<file path="src/rtl/sdram_init_gen.sv">
// sdram_init_gen: SDRAM power-up init sequencer (WAIT, PRECHARGE ALL, N x AUTO REFRESH, LOAD MODE);
// define SDRAM_INIT_EMRS_EN to add an extended-mode-register load before DONE.
module sdram_init_gen #(
    parameter int               ADDR_W      = 13,
    parameter int               WAIT_CYC    = 20000,
    parameter int               TRP_CYC     = 2,
    parameter int               TRFC_CYC    = 7,
    parameter int               TMRD_CYC    = 3,
    parameter int               AREF_NUM    = 8,
    parameter logic [2:0]       CAS_LAT     = 3'b011,
    parameter logic             BURST_TYPE  = 1'b0,
    parameter logic [2:0]       BURST_LEN   = 3'b111,
    parameter logic             WRITE_BURST = 1'b0,
    parameter logic [ADDR_W-1:0] EMRS_VAL   = '0
) (
    input  logic              i_sysclk,
    input  logic              i_sysrst_n,
    input  logic              i_reinit,
    output logic [3:0]        o_init_cmd,
    output logic [1:0]        o_init_ba,
    output logic [ADDR_W-1:0] o_init_addr,
    output logic              o_init_done,
    output logic              o_init_busy
);
    localparam logic [3:0] CMD_NOP  = 4'b0111;
    localparam logic [3:0] CMD_PRE  = 4'b0010;
    localparam logic [3:0] CMD_AREF = 4'b0001;
    localparam logic [3:0] CMD_LMR  = 4'b0000;
    localparam int TMAX = (TRP_CYC > TRFC_CYC) ? ((TRP_CYC > TMRD_CYC) ? TRP_CYC : TMRD_CYC)
                                               : ((TRFC_CYC > TMRD_CYC) ? TRFC_CYC : TMRD_CYC);
    localparam int TW = $clog2(TMAX + 1);
    localparam int WW = $clog2(WAIT_CYC + 1);
    localparam int RW = $clog2(AREF_NUM + 1);
    localparam logic [ADDR_W-1:0] MODE_VAL =
        {{(ADDR_W-10){1'b0}}, WRITE_BURST, 2'b00, CAS_LAT, BURST_TYPE, BURST_LEN};

    typedef enum logic [3:0] {
        S_WAIT, S_PRE, S_TRP, S_AREF, S_TRFC, S_LMR, S_TMRD, S_EMRS, S_TEMRS, S_DONE
    } state_t;

    state_t            state, state_nxt;
    logic [WW-1:0]     wait_cnt;
    logic [TW-1:0]     tmr;
    logic [RW-1:0]     aref_cnt;
    logic              tmr_run;
    logic [3:0]        cmd_d;
    logic [1:0]        ba_d;
    logic [ADDR_W-1:0] addr_d;

    assign tmr_run = (state == S_TRP) || (state == S_TRFC) || (state == S_TMRD) || (state == S_TEMRS);

    // State register, saturating power-up counter, shared NOP timer and refresh counter
    always_ff @(posedge i_sysclk or negedge i_sysrst_n) begin
        if (!i_sysrst_n) begin
            state    <= S_WAIT;
            wait_cnt <= '0;
            tmr      <= '0;
            aref_cnt <= '0;
        end else begin
            state    <= state_nxt;
            if (wait_cnt != WW'(WAIT_CYC))
                wait_cnt <= wait_cnt + 1'b1;
            tmr      <= tmr_run ? tmr + 1'b1 : '0;
            aref_cnt <= (state == S_PRE) ? '0 : (state == S_AREF) ? aref_cnt + 1'b1 : aref_cnt;
        end
    end

    // Next-state and command decode for the state just entered
    always_comb begin
        state_nxt = state;
        cmd_d     = CMD_NOP;
        ba_d      = 2'b11;
        addr_d    = '1;
        unique case (state)
            S_WAIT:  state_nxt = (wait_cnt >= WW'(WAIT_CYC - 1)) ? S_PRE : S_WAIT;
            S_PRE: begin
                cmd_d     = CMD_PRE;
                state_nxt = S_TRP;
            end
            S_TRP:   state_nxt = (tmr == TW'(TRP_CYC - 1)) ? S_AREF : S_TRP;
            S_AREF: begin
                cmd_d     = CMD_AREF;
                state_nxt = S_TRFC;
            end
            S_TRFC:  state_nxt = (tmr != TW'(TRFC_CYC - 1)) ? S_TRFC :
                                 (aref_cnt == RW'(AREF_NUM)) ? S_LMR : S_AREF;
            S_LMR: begin
                cmd_d     = CMD_LMR;
                ba_d      = 2'b00;
                addr_d    = MODE_VAL;
                state_nxt = S_TMRD;
            end
`ifdef SDRAM_INIT_EMRS_EN
            S_TMRD:  state_nxt = (tmr == TW'(TMRD_CYC - 1)) ? S_EMRS : S_TMRD;
`else
            S_TMRD:  state_nxt = (tmr == TW'(TMRD_CYC - 1)) ? S_DONE : S_TMRD;
`endif
            S_EMRS: begin
                cmd_d     = CMD_LMR;
                ba_d      = 2'b10;
                addr_d    = EMRS_VAL;
                state_nxt = S_TEMRS;
            end
            S_TEMRS: state_nxt = (tmr == TW'(TMRD_CYC - 1)) ? S_DONE : S_TEMRS;
            S_DONE:  state_nxt = i_reinit ? S_PRE : S_DONE;
            default: state_nxt = S_WAIT;
        endcase
    end

    // Registered outputs, all lagging the state by one cycle
    always_ff @(posedge i_sysclk or negedge i_sysrst_n) begin
        if (!i_sysrst_n) begin
            o_init_cmd  <= CMD_NOP;
            o_init_ba   <= 2'b11;
            o_init_addr <= '1;
            o_init_done <= 1'b0;
            o_init_busy <= 1'b0;
        end else begin
            o_init_cmd  <= cmd_d;
            o_init_ba   <= ba_d;
            o_init_addr <= addr_d;
            o_init_done <= (state == S_DONE);
            o_init_busy <= (state != S_DONE) && (state != S_WAIT);
        end
    end
endmodule

</file>
<file path="config.mk">
export PLATFORM = sky130hd
export DESIGN_NAME = sdram_init_gen
export DESIGN_NICKNAME = d
export VERILOG_FILES = /design/src/rtl/sdram_init_gen.sv
export SDC_FILE = /design/constraint.sdc
export NUM_CORES = 1
export LEC_CHECK = 0
export ABC_AREA = 0
export CORE_MARGIN = 5
export CORE_UTILIZATION = 58
export DETAILED_ROUTE_END_ITERATION = 6
export PLACE_DENSITY = 0.81
export SYNTH_ARGS = -nofsm -noshare
export SYNTH_HDL_FRONTEND = slang
export SYNTH_SLANG_ARGS = --single-unit
export TNS_END_PERCENT = 5
</file>
<file path="constraint.sdc">
create_clock -name i_sysclk -period 3.1 [get_ports i_sysclk]
set_clock_uncertainty 0.15 [all_clocks]
set_input_delay 0.93 -clock i_sysclk [delete_from_list [all_inputs] [get_ports i_sysclk]]
set_output_delay 0.93 -clock i_sysclk [all_outputs]
set_load 0.005 [all_outputs]
</file>
==> flow_summary.toml <==
[route]
vias = 1213
routed_via_density = 5.56
detail_routed_net_length_per_standard_cell_um = 13.4
remaining_drc_errors = 0
finalWirelength_um = 2920
detail_route.iter0.violations = 50
drtPass1Iterations = 3
antenna_violating_nets_post_route = 0

[logic_synthesis]
yosysUniqueCellTypes = 40
yosys_register_bits = 34
synth_simple_gate_area_share_pct = 17.5
post-synth-top-area-cell = "sky130_fd_sc_hd__dfrtp_1"
synth_xor_area_share_pct = 7.41
synth.area.mux_share_pct = 1.76
postSynth.asyncResetShare_pct = 100
share_of_synthesized_area_occupied_by_flip_flops_and_latches_pct = 48.4
post_synth.cell_area_avg_um2 = 10.2
synth.net_count = 183
synthTopCellsByArea = "sky130_fd_sc_hd__dfrtp_1 (40%), sky130_fd_sc_hd__dfstp_2 (8.9%), sky130_fd_sc_hd__buf_4 (5.5%), sky130_fd_sc_hd__ha_1 (4.9%), sky130_fd_sc_hd__xnor2_1 (4.9%)"
synth-edff-count = 0
synth_ff_type = "sky130_fd_sc_hd__dfrtp_1"
cell_count_after_synthesis = 173
synth_compound_gate_area_share_pct = 9.32
syn-cell-area_um2 = 1770
yosysWarnings = 0
synth_top_cell_area_share_pct = 39.5
dominant_combinational_cell_family_by_area_after_synthesis = "simple AND/OR/NAND/NOR gates"
synth-adder-area-share_pct = 4.94

[clock_network]
cts_hold_repair.buffers = 0
cts_setup_buffers = 0
numCtsBuffers = 5
worstSkewPairLatency_ns = 0.34
clock_pin_slew_reported_for_the_worst_setup_and_hold_paths_after_clock_tree_synthesis_ns = 0.10
cts.htree.levels = 2
tritoncts = "yes"
clk_path_buf_depth = 2
tritoncts_num_sinks = 34
clk_root_buffer_cell = "sky130_fd_sc_hd__clkbuf_4"
cts_repair_resized_insts = 0

[finish]
diodes = 0
layout.nets = 194
post_layout_utilization_of_the_core_pct = 65.9
synthToLayoutAreaGrowth_pct = 11.6
count_of_placed_standard_cells_in_the_final_layout_fillers_left_out = 218
mostFrequentLayoutCells = "sky130_fd_sc_hd__dfrtp_1 (28), sky130_fd_sc_hd__clkdlybuf4s50_1 (22), sky130_fd_sc_hd__nand2_1 (14), sky130_fd_sc_hd__inv_1 (12), sky130_fd_sc_hd__nor2_1 (12)"
drive_above_1_share_pct = 13.5
final_common_cell = "sky130_fd_sc_hd__dfrtp_1"
nFillCells = 229

[setup_path]
crit_path_start_kind = "flop"
worst_ep_arrival_time_ns = 1.47
critical-path-top-delay-family = "flip-flops"
worst_path_largest_cell_delay_ns = 0.60
timing_worst_setup_path_type = "reg -> out"
worst_ep_required_time_ns = 2.02
crit_path_top_delay_cell = "sky130_fd_sc_hd__dfstp_2"
r2r_worst_path_depth = 4
critPathBufInv = 1
crit_fanout = 9
cp_num_cells = 1
end_kind = "output port"
path_cells = "clkdlybuf4s50_1"

[power_and_ir_drop]
p_int_uw = 943
power_mw = 1.45
net-switching-power_uw = 503
power_switching_share_pct = 34.8
cellPowerDensity_nw_per_um2 = 731
seq_power_share_pct = 47.0
power.share.clock_pct = 21.9
max-vdd-ir-drop_uv = 398
total_leakage_power_nw = 0.857
power.share.combinational_pct = 31.1

[die]
core_region_um2 = 3000
std_cell_rows = 20
chipWidth_um = 65.3
io_pins = 24
fp.dieArea_um2 = 4260
die_height_um = 65.3
starting_density_pct = 59.0

[grt]
first_global_vias = 1214
grt_util_all_layers_pct = 16.1
global_route.overflow_total = 0
wire_length_of_the_first_global_routing_pass_um = 5220
antenna_found_initial = 0
pin_count_of_the_biggest_net_entering_global_routing = 35

[placement]
detailedPlacementHpwl_um = 2140
dp_cells = 210
numPortBuffers = 22
place_ws_ns = 0.918
gp_congestion = 0.851

[sta]
setup_viol_count_final = 0
min_period_over_period_pct = 82.2
post-route-worst-setup-slack_ns = 0.552
timing_hold_violations_final = 0
finalWorstPathRequiredPeriod_ns = 2.55
rsz0062_at_grt = "false"
max_freq_ghz = 0.393
totalNegativeSetupSlack_ns = 0
drv_slew = 0

[worst_hold_path]
worstHoldPathType = "reg -> reg"
hold_depth = 1

[run_status]
run_status = "finished clean"

[flow_run]
max-cap-violations = 0
[synth_stat cells (4+ instances only)]
master / number
sky130_fd_sc_hd__o21ai_0: 7
sky130_fd_sc_hd__xor2_1: 5
sky130_fd_sc_hd__dfstp_2: 6
sky130_fd_sc_hd__nand3_1: 11
sky130_fd_sc_hd__nand2_1: 14
sky130_fd_sc_hd__nor2_1: 12
sky130_fd_sc_hd__buf_4: 13
sky130_fd_sc_hd__dfrtp_1: 28
sky130_fd_sc_hd__buf_2: 4
sky130_fd_sc_hd__xnor2_1: 10
sky130_fd_sc_hd__nor4_1: 4
sky130_fd_sc_hd__ha_1: 7
sky130_fd_sc_hd__inv_1: 12
sky130_fd_sc_hd__a21oi_1: 4
[cell families after synthesis]
| kind of cell | Yosys count |
|---|---|
| adder cells (fa/ha/maj) | 7 |
| buffers and inverters | 31 |
| multiplexers | 3 |
| other | 1 |
| AND/OR/NAND/NOR | 58 |
| XOR/XNOR | 15 |
| flip-flops | 34 |
| AO/OA/AOI/OAI | 24 |
[power groups by stage]
stage	registers, mW	clock network (mW)	logic, mW
after floorplan	0.618	0	0.388
after global placement	0.677	0	0.437
after detailed placement	0.688	0	0.458
after CTS	0.678	0.323	0.459
after global routing	0.705	0.347	0.510
final	0.680	0.317	0.449
[state kept, by name (all words and copies together) (netlist names)]
| signal | flops |
|---|---|
| aref_cnt | 4 |
| o_init_addr | 2 |
| o_init_ba | 1 |
| o_init_busy | 1 |
| o_init_cmd | 3 |
| o_init_done | 1 |
| state | 4 |
| tmr | 3 |
| wait_cnt | 15 |
[final cells by class]
type / instances / area, µm² / share of cell area, %
clock inverters: 3 / 40.0 / 2.02
clock buffers: 5 / 37.5 / 1.90
flip-flops and latches: 34 / 858 / 43.4
well taps: 33 / 41.3 / 2.09
repair buffers: 23 / 228 / 11.5
inverters: 12 / 45.0 / 2.28
multi-input cells: 108 / 729 / 36.9
[metal layers]
layer,track usage [%],wire (µm)
met5,0,0
met4,8.03,65
met3,5.98,188
met2,25.5,1350
met1,19.1,1320
[final timing paths]
check / slack [ns] / end / startpoint
max in group asynchronous: 1.65 / o_init_addr[11] / i_sysrst_n
min in group asynchronous: 0.82 / aref_cnt[3] / i_sysrst_n
hold reg to reg: 0.35 / tmr[0] / tmr[0]
setup / recovery: 0.55 / o_init_ba[0] / o_init_addr[11]
hold / removal: 0.35 / tmr[0] / tmr[0]
setup reg to reg: 1.21 / state[0] / state[1]
[worst reg2reg max path, stage by stage, from the launching register on]
cell                       delay (ns)
sky130_fd_sc_hd__dfrtp_1         0.59
sky130_fd_sc_hd__inv_1           0.26
sky130_fd_sc_hd__and4_1          0.21
sky130_fd_sc_hd__o311ai_0        0.40
sky130_fd_sc_hd__o211ai_1        0.14
[metrics by stage]
stage / hold WS, ns / area (µm²)
finish: 0.347 / 1980
detailed placement: 0.334 / 1900
CTS: 0.351 / 1980
floorplan: 0.306 / 1770
global route: 0.372 / 1980
global placement: 0.324 / 1900
No activity file was read; power rests on OpenSTA's default activity.
